File: src/rtl/uart_pkg.sv
// Shared UART definitions used by the transmitter, the receiver and the receive FIFO.
package uart_pkg;

    localparam int UART_DATA_W = 8;

    typedef logic [UART_DATA_W-1:0] uart_byte_t;

endpackage

File: src/rtl/uart_fifo_mem.sv
// Byte storage for the UART receive FIFO: synchronous write port, asynchronous read port.
// Holds no flags or pointers; the owner decides when a write is legal.
module uart_fifo_mem
    import uart_pkg::*;
#(
    parameter int DEPTH = 16,
    parameter int AW    = $clog2(DEPTH)
) (
    input  logic          clk,
    input  logic          we,
    input  logic [AW-1:0] waddr,
    input  uart_byte_t    wdata,
    input  logic [AW-1:0] raddr,
    output uart_byte_t    rdata
);

    uart_byte_t mem [DEPTH];

    always_ff @(posedge clk) begin
        if (we) begin
            mem[waddr] <= wdata;
        end
    end

    assign rdata = mem[raddr];

endmodule

File: src/rtl/uart_rx_fifo.sv
// Receive byte FIFO behind the UART receiver: rx_status edge detect, pointer/flag logic, sticky overflow.
// Define UART_RX_FIFO_FWFT_EN for first-word-fall-through reads; otherwise rd_data is registered on pop.
module uart_rx_fifo
    import uart_pkg::*;
#(
    parameter int DEPTH = 16,
    parameter int AW    = $clog2(DEPTH)
) (
    input  logic          clk,
    input  logic          rst,
    input  uart_byte_t    rx_data,
    input  logic          rx_status,
    input  logic          rd_en,
    output uart_byte_t    rd_data,
    output logic          rd_valid,
    output logic          empty,
    output logic          full,
    output logic [AW:0]   count,
    output logic          overflow,
    input  logic          ovf_clr
);

    localparam logic [AW:0] PTR_INC = (AW+1)'(1);

    logic [AW:0] wr_ptr;
    logic [AW:0] rd_ptr;
    logic        st_d;
    logic        push;
    logic        pop;
    logic        wr_en;
    logic        drop;
    uart_byte_t  head;

    // st_d resets high so a done level already present at reset release is not taken as a new byte.
    always_ff @(posedge clk or posedge rst) begin
        if (rst) begin
            st_d <= 1'b1;
        end else begin
            st_d <= rx_status;
        end
    end

    assign push  = rx_status & ~st_d;
    assign pop   = rd_en & ~empty;
    assign empty = (wr_ptr == rd_ptr);
    assign full  = (wr_ptr[AW-1:0] == rd_ptr[AW-1:0]) && (wr_ptr[AW] != rd_ptr[AW]);
    assign count = wr_ptr - rd_ptr;

    // A pop in the same cycle frees the slot, so a push while full is still accepted then.
    assign wr_en = push & (~full | pop);
    assign drop  = push & full & ~pop;

    always_ff @(posedge clk or posedge rst) begin
        if (rst) begin
            wr_ptr <= '0;
            rd_ptr <= '0;
        end else begin
            if (wr_en) begin
                wr_ptr <= wr_ptr + PTR_INC;
            end
            if (pop) begin
                rd_ptr <= rd_ptr + PTR_INC;
            end
        end
    end

    always_ff @(posedge clk or posedge rst) begin
        if (rst) begin
            overflow <= 1'b0;
        end else if (drop) begin
            overflow <= 1'b1;
        end else if (ovf_clr) begin
            overflow <= 1'b0;
        end
    end

    uart_fifo_mem #(
        .DEPTH (DEPTH),
        .AW    (AW)
    ) u_mem (
        .clk   (clk),
        .we    (wr_en),
        .waddr (wr_ptr[AW-1:0]),
        .wdata (rx_data),
        .raddr (rd_ptr[AW-1:0]),
        .rdata (head)
    );

`ifdef UART_RX_FIFO_FWFT_EN
    // Head entry is shown while present; zero when empty keeps the output defined after reset.
    assign rd_data  = empty ? '0 : head;
    assign rd_valid = ~empty;
`else
    always_ff @(posedge clk or posedge rst) begin
        if (rst) begin
            rd_data  <= '0;
            rd_valid <= 1'b0;
        end else begin
            rd_valid <= pop;
            if (pop) begin
                rd_data <= head;
            end
        end
    end
`endif

endmodule
File: config.mk
export PLATFORM = sky130hd
export DESIGN_NAME = uart_rx_fifo
export DESIGN_NICKNAME = d
export VERILOG_FILES = /design/src/rtl/uart_pkg.sv /design/src/rtl/uart_fifo_mem.sv /design/src/rtl/uart_rx_fifo.sv
export SDC_FILE = /design/constraint.sdc
export NUM_CORES = 1
export LEC_CHECK = 0
export CAP_MARGIN = 5
export CORE_MARGIN = 2
export CORE_UTILIZATION = 30
export DETAILED_ROUTE_END_ITERATION = 12
export PLACE_DENSITY = 0.46
export SLEW_MARGIN = 20
export SYNTH_ARGS = -nofsm -noshare
export SYNTH_HDL_FRONTEND = slang
export SYNTH_SLANG_ARGS = --single-unit
File: constraint.sdc
create_clock -name clk -period 3.8 [get_ports clk]
set_clock_uncertainty 0.15 [all_clocks]
set_input_delay 0.76 -clock clk [delete_from_list [all_inputs] [get_ports clk]]
set_output_delay 0.76 -clock clk [all_outputs]
set_load 0.05 [all_outputs]
==> impl_results.md, run 1 <==
- Post-CTS Hold Buffers: 0
- Routed len/inst: 19.4 um
- Utilization after layout: 0.371
- Final hold vios: 0
- Post-CTS Setup Bufs: 0
- Clock Path Buffers: 2
- Setup Slack @ Placement: 0.882 ns
- Minimum clock period after layout: 3.26 ns
- Grt met1 use: 0.178
- Fillers: 1,904
- Netlist cell types: 37
- Sequential area share after synthesis: 0.721
- Number of setup violations in the final report: 0
- R2r startpoint: wr_ptr[2]
- RePlAce Congestion: 0.729
- Unrepaired setup endpoints after global routing: no
- H-tree depth: 4
- Worst setup startpoint: wr_ptr[0]
- Layout cell share with drive strength beyond 1: 0.142
- Fmax: 307 MHz
- Mapped Cells: 364
- Peak supply drop: 0.000286 V
- Top cells by count, synth: edfxtp_1 (128), mux2i_1 (48), nor2_1 (29), dfrtp_1 (20), o22ai_1 (17)
- Max-cap violation count: 0
- Power Dens Cells: 839 nW/um^2
- Final #Nets: 433
- CP Class: flip-flop to output port
- Mapped Area: 6060 um^2
- Clock Sinks: 149
- Port buffer count: 29
- GRT overflow: 0
- Fin. max-slew vios: 0
- Core area: 19,700 um^2
- Status: complete, no violations
- Die area: 21,400 um^2
- Vias: 3,186
- Initial antenna violation count: 0
- EDFF count, synth: 128
- Hold_sp: wr_ptr[4]
- GR peak layer: met2
- Starting DRC count in detailed routing: 269
- Die width: 146 um
- Top cells by area, synth: edfxtp_1 (63%), dfrtp_1 (8.3%), mux2i_1 (7.9%)
- Gr usage total: 0.130
- Starting density of the core: 0.308
- Largest area contributor in the netlist: edfxtp_1
- Syn avg cell area: 16.7 um^2
- Cell Rows: 51
- Cells after DPL: 656
- Startpoint types: flip-flop
- #FFs+latches synth: 149
- Clock latency at the later pin of the worst-skew pair: 0.41 ns
- I/O Pins: 30
- Largest net degree at the start of global routing: 32
- Die Ht: 146 um
- Cts repair resizes: 0
- Met2 GRT Util: 0.204
- GR Util met3: 0.0322
- Ys flop type: edfxtp_1
- # diodes: 0
- Hold/Removal Path Class: flip-flop to flip-flop
- CTS tree: yes
- Vias in the first global route: 3,233
- Average vias per placed instance: 4.63
- Critical path peak fanout: 4
- Period utilization: 0.858
- Worst-path clk slew: 0.06 ns
- Final setup TNS: 0 ns
- Hpwl dp: 8.73 mm
- Worst path required time: 2.89 ns
- Drt first pass iters: 4
- DRC viols: 0
- Finished Layout Cells: 688
- Slew margin rel.: 0.357
- First-pass GRT wire length: 20.1 mm
- Async S/R FF share, synth: 0.141
- Num CTS Buffers: 17
- Leakage: 2.56 nW
- Antenna-violating nets left: 0
- Synthesized net count: 387
- Area Overhead vs Synth: 20.3%
- Root Buffer: clkbuf_16
- Synth Warn #: 0
- CP endpoint kind: output port
- Count leader, synth: edfxtp_1
- Yosys top cell area share: 0.634
- WL final: 13.4 mm
- Final WS setup: 0.539 ns
- Tightest Pin Transition: 0.959 ns
- Final Total Pwr: 6.12 mW
- Worst EP arrival: 2.35 ns
==> placed cells by master, fill, tap and decap left out, types with 3 or more instances in the layout <==
cell             Yosys  final
nor3_1               4      4
clkdlybuf4s50_1      0     23
clkbuf_1             2      3
nand4_1              4      4
o22ai_1             17     17
a31oi_1              8      8
inv_1               11     10
a221oi_1             8      8
xor2_1               3      3
dfrtp_1             20     20
nor2_1              29     29
mux4_2               6      6
nand2_1              9      9
mux2i_1             48     48
clkinv_2             0      6
nand2b_1             3      3
clkbuf_16            0     17
edfxtp_1           128    128
buf_12               1      6
xnor2_1             10     10
o21ai_1              8      8
ha_1                 9      9
buf_4                4     17
==> path summary, 6_finish.rpt <==
kind | to | slack, ns | cells after the start
hold / removal | wr_ptr[4] | 0.38 | 1
max in group asynchronous | wr_ptr[2] | 2.44 | 2
hold reg to reg | wr_ptr[4] | 0.38 | 1
setup / recovery | count[4] | 0.54 | 8
min in group asynchronous | rd_valid | 0.61 | 2
setup reg to reg | u_mem.mem[13][0] | 1.09 | 5
==> cell families after synthesis <==
kind of cell             after synthesis  share of synthesized area
XOR/XNOR                              13                     0.0188
AO/OA/AOI/OAI                         49                     0.0547
multiplexers                          56                      0.110
flip-flops                           149                      0.721
buffers and inverters                 30                     0.0301
adder cells (fa/ha/maj)               10                     0.0219
AND/OR/NAND/NOR                       57                     0.0431
==> sequential cells by signal, summed over array words and instances, names as in the netlist <==
signal,cells
rd_data,8
wr_ptr,5
rd_valid,1
overflow,1
rd_ptr,5
u_mem.mem,128
st_d,1
==> metrics by stage <==
step           area [um^2]  hold WS [ns]
2_1_floorplan         6060         0.352
3_3_place_gp          6730         0.371
3_5_place_dp          6730         0.374
4_1_cts               7290         0.382
5_1_grt               7290         0.408
6_report              7290         0.380
==> worst max-delay path, cell delays in order, from the launching register on <==
cell and delay, ns:
dfrtp_1 0.41, inv_1 0.15, ha_1 0.17, inv_1 0.06, fa_1 0.39, a21o_1 0.20
a21oi_1 0.18, xnor2_1 0.19, buf_12 0.18
==> where the power goes <==
group          leakage, nW  internal [mW]  switching, mW
Sequential            1.40           1.95          0.120
Combinational        0.878          0.993           1.47
Clock                0.278          0.974          0.604
==> final cells by class <==
class | instances | area [um^2] | area share
well taps | 265 | 332 | 0.0455
inverters | 11 | 41.3 | 0.00566
repair buffers | 46 | 478 | 0.0656
clock buffers | 21 | 450 | 0.0618
flip-flops and latches | 149 | 4370 | 0.600
clock inverters | 11 | 110 | 0.0151
multi-input cells | 185 | 1510 | 0.207
==> layer usage <==
layer	routed length, um	share of wire
met1	6290	0.47
met2	6360	0.48
met4	167	0.012
met3	563	0.042
met5	0	0
Note: power is estimated with default switching activity, not from simulation.
==> run 2: changes to the inputs <==
--- a/config.mk
+++ b/config.mk
@@ -13,4 +13,5 @@
 export SLEW_MARGIN = 20
 export SYNTH_ARGS = -nofsm -noshare
 export SYNTH_HDL_FRONTEND = slang
+export SYNTH_HIERARCHICAL = 1
 export SYNTH_SLANG_ARGS = --single-unit
==> constraint.sdc (replaced) <==
create_clock -name clk -period 3.57 [get_ports clk]
set_clock_uncertainty 0.15 [all_clocks]
set_input_delay 0.714 -clock clk [delete_from_list [all_inputs] [get_ports clk]]
set_output_delay 0.714 -clock clk [all_outputs]
set_load 0.05 [all_outputs]
==> run 2 against run 1 <==
Compared with the run above:
- final area fell by 0.77%
- via count down 8.7%
- non-clock buffer count is 7 lower
- cell count fell by 8.6%
==> impl_results.md, run 2 <==
- Status: complete, no violations
- Routed len/inst: 20.0 um (+3.1%)
- Utilization after layout: 0.369 (-0.00167)
- Fmax: 310 MHz
- Vias in the first global route: 3,069 (-5.1%)
- Hold Slack: 0.344 ns (-0.0359 ns)
- Core area: 19,600 um^2 (-0.32%)
- GRT overflow: 0 (unchanged)
- DRC viols: 0 (unchanged)
- Largest net degree at the start of global routing: 36 (+13%)
- Tightest Pin Transition: 0.957 ns (-0.00183 ns)
- Async S/R FF share, synth: 0.141 (unchanged)
- FF/Latch Area: 4370 um^2 (about the same)
- Slew margin rel.: 0.360 (+0.00281)
- Switching pwr: 2.31 mW (+5.0%)
- Worst EP arrival: 2.37 ns (+0.02 ns)
- Gr usage total: 0.124 (-0.00580)
- Slowest stage delay, CP: 0.50 ns (+0.09 ns)
- Post-CTS Hold Buffers: 0 (unchanged)
- Most common cell after layout, fill and taps aside: edfxtp_1
- WL final: 12.6 mm (-5.8%)
- Final setup TNS: 0 ns (unchanged)
- RePlAce Congestion: 0.682 (-6.5%)
- Root Buffer: clkbuf_16
- Hold EP: overflow
- Cell Rows: 51 (unchanged)
- # diodes: 0 (unchanged)
- Top cells by count, synth: edfxtp_1 (128), dfrtp_1 (20), mux4_2 (18), nor2_1 (17), a22oi_1 (16)
- H-tree depth: 4 (unchanged)
- Leakage: 2.47 nW (-3.4%)
- Cell Int Power: 4.18 mW (+6.6%)
- Multi-input gate area: 1520 um^2 (+1.1%)
- Syn avg cell area: 19.8 um^2 (+19%)
- Max-cap violation count: 0 (unchanged)
- Area Overhead vs Synth: 19.9%
- Die area: 21,300 um^2 (-0.44%)
- Final Total Pwr: 6.48 mW (+6.0%)
- Switching share of power: 0.356 (-0.00362)
- Initial antenna violation count: 0 (unchanged)
- Startpoint types: flip-flop
- Final Cell Area: 7230 um^2 (-0.77%)
- CP endpoint kind: output port
- Average vias per placed instance: 4.62 (-0.13%)
- Ys flop type: edfxtp_1
- Crit-path slowest cell: dfrtp_1
- Cell repeated most along the worst path: inv_1
- EDFF count, synth: 128 (unchanged)
- Worst path required time: 2.71 ns (-0.18 ns)
- Worst path cell trace: inv_1, ha_1, inv_1, fa_1, a21o_1, a21oi_1, xnor2_1, buf_12
- Post-place instance area: 6690 um^2 (-0.52%)
- Buf/Inv on CP: 3 (unchanged)
- Reg2Reg Depth: 7 (+2)
- Fillers: 1,814 (-4.7%)
- Yosys top cell area share: 0.637 (+0.00289)
- Biggest regs: u_mem/mem (128), rd_data (8)
- Critical path peak fanout: 11 (+7)
- Vias: 2,909 (-8.7%)
- Starting density of the core: 0.308 (-0.000401)
- Cts repair resizes: 0 (unchanged)
- Die width: 146 um (-0.22%)
- First-pass GRT wire length: 19.0 mm (-5.5%)
- Logic pwr share: 0.404 (about the same)
- Layout cell share with drive strength beyond 1: 0.214 (+0.0724)
- Largest Register: u_mem/mem
- Power Dens Cells: 897 nW/um^2 (+6.9%)
- Netlist cell types: 36 (-2.7%)
- Largest area contributor in the netlist: edfxtp_1
- Sequential area share after synthesis: 0.724 (+0.00329)
- #FFs+latches synth: 149 (unchanged)
- I/O Pins: 30 (unchanged)
- Mapped Cells: 304 (-16%)
- Clock Power Share: 0.255 (-0.003)
- Peak supply drop: 0.000579 V (+100%)
- Synth Warn #: 6 (+6)
- Worst setup startpoint: wr_ptr[0]
- Worst-path clk slew: 0.06 ns (about the same)
- Unrepaired setup endpoints after global routing: no
- Fin. max-slew vios: 0 (unchanged)
- Port buffer count: 29 (unchanged)
- Final hold vios: 0 (unchanged)
- R2r startpoint: wr_ptr[0]
- Period utilization: 0.905
- Count leader, synth: edfxtp_1
- Synthesized net count: 324 (-16%)
- Die Ht: 146 um (-0.22%)
- Starting DRC count in detailed routing: 195 (-28%)
- Hold/Removal Path Class: flip-flop to flip-flop
- Clock Sinks: 149 (unchanged)
- Top cells by area, synth: edfxtp_1 (64%), dfrtp_1 (8.3%), mux4_2 (6.7%)
- Flop pwr share: 0.341 (+0.002)
- Num CTS Buffers: 17 (unchanged)
- CP Class: flip-flop to output port
- Hpwl dp: 7.76 mm (-11%)
- Post-CTS Setup Bufs: 0 (unchanged)
- Largest register FFs: 128 (unchanged)
- Clock Path Buffers: 2 (unchanged)
- Number of setup violations in the final report: 0 (unchanged)
- Worst flop-to-flop path endpoint: u_mem/mem[11][3]
- Final #Nets: 371 (-14%)
- FF-to-FF setup slack: 0.60 ns (-0.49 ns)
- Mapped Area: 6030 um^2 (-0.45%)
- Hold_sp: overflow
- Minimum clock period after layout: 3.23 ns
- CTS tree: yes
- Antenna-violating nets left: 0 (unchanged)
- Most frequent cells in the layout: edfxtp_1 (128), clkdlybuf4s50_1 (23), dfrtp_1 (19)
- Clock latency at the later pin of the worst-skew pair: 0.42 ns (about the same)
- Worst Hold Depth: 1 (unchanged)
- Drt first pass iters: 4 (unchanged)
- CP top delay family: adder cells
-- run 2: worst register-to-register path: stages (launching register included) --
cell and delay [ns]:
dfrtp_1 0.55, inv_1 0.09, ha_1 0.33, nand4_1 0.18, o311ai_4 0.18, inv_1 0.16, nand3b_1 0.16, nor2_1 0.77
-- run 2: area by class of cell --
| type | count | share of cell area |
|---|---|---|
| flip-flops and latches | 149 | 0.604 |
| multi-input cells | 133 | 0.211 |
| clock buffers | 20 | 0.0604 |
| repair buffers | 39 | 0.0588 |
| well taps | 265 | 0.0458 |
| clock inverters | 12 | 0.0142 |
| inverters | 11 | 0.00571 |
-- run 2: worst max-delay path by stage --
stage,end,cells after the start
6_report,count[4],8
3_3_place_gp,u_mem/mem[9][5],5
5_1_grt,count[4],8
2_1_floorplan,u_mem/mem[0][0],7
3_5_place_dp,u_mem/mem[11][5],5
4_1_cts,count[4],8
-- run 2: logic make-up after synthesis --
logic type	share of synthesized area
buf+inv	0.0230
simple gates	0.0392
flops	0.724
mux	0.145
fa+ha+maj	0.0158
compound gates	0.0340
xor+xnor	0.0187
-- run 2: power groups by stage --
stage	logic [mW]	clock network (mW)	registers, mW
final	2.62	1.65	2.21
after global routing	2.81	1.76	2.24
after CTS	2.67	1.69	2.22
after detailed placement	2.66	0	2.25
after global placement	2.67	0	2.24
after floorplan	1.57	0	2.41
-- run 2: stage by stage --
| step | worst slack [ns] | instances |
|---|---|---|
| finish | 0.341 | 629 |
| global route | 0.243 | 629 |
| global placement | 0.571 | 597 |
| CTS | 0.315 | 629 |
| floorplan | 0.676 | 304 |
| detailed placement | 0.503 | 597 |
-- run 2: per-layer routing --
| metal | global-route usage | share of wire | up-vias |
|---|---|---|---|
| met3 | 0.0448 | 0.056 | 7 |
| met1 | 0.155 | 0.45 | 1506 |
| li1 | - | - | 1323 |
| met5 | 0 | 0 | - |
| met4 | 0.0358 | 0.0079 | 0 |
| met2 | 0.202 | 0.49 | 73 |
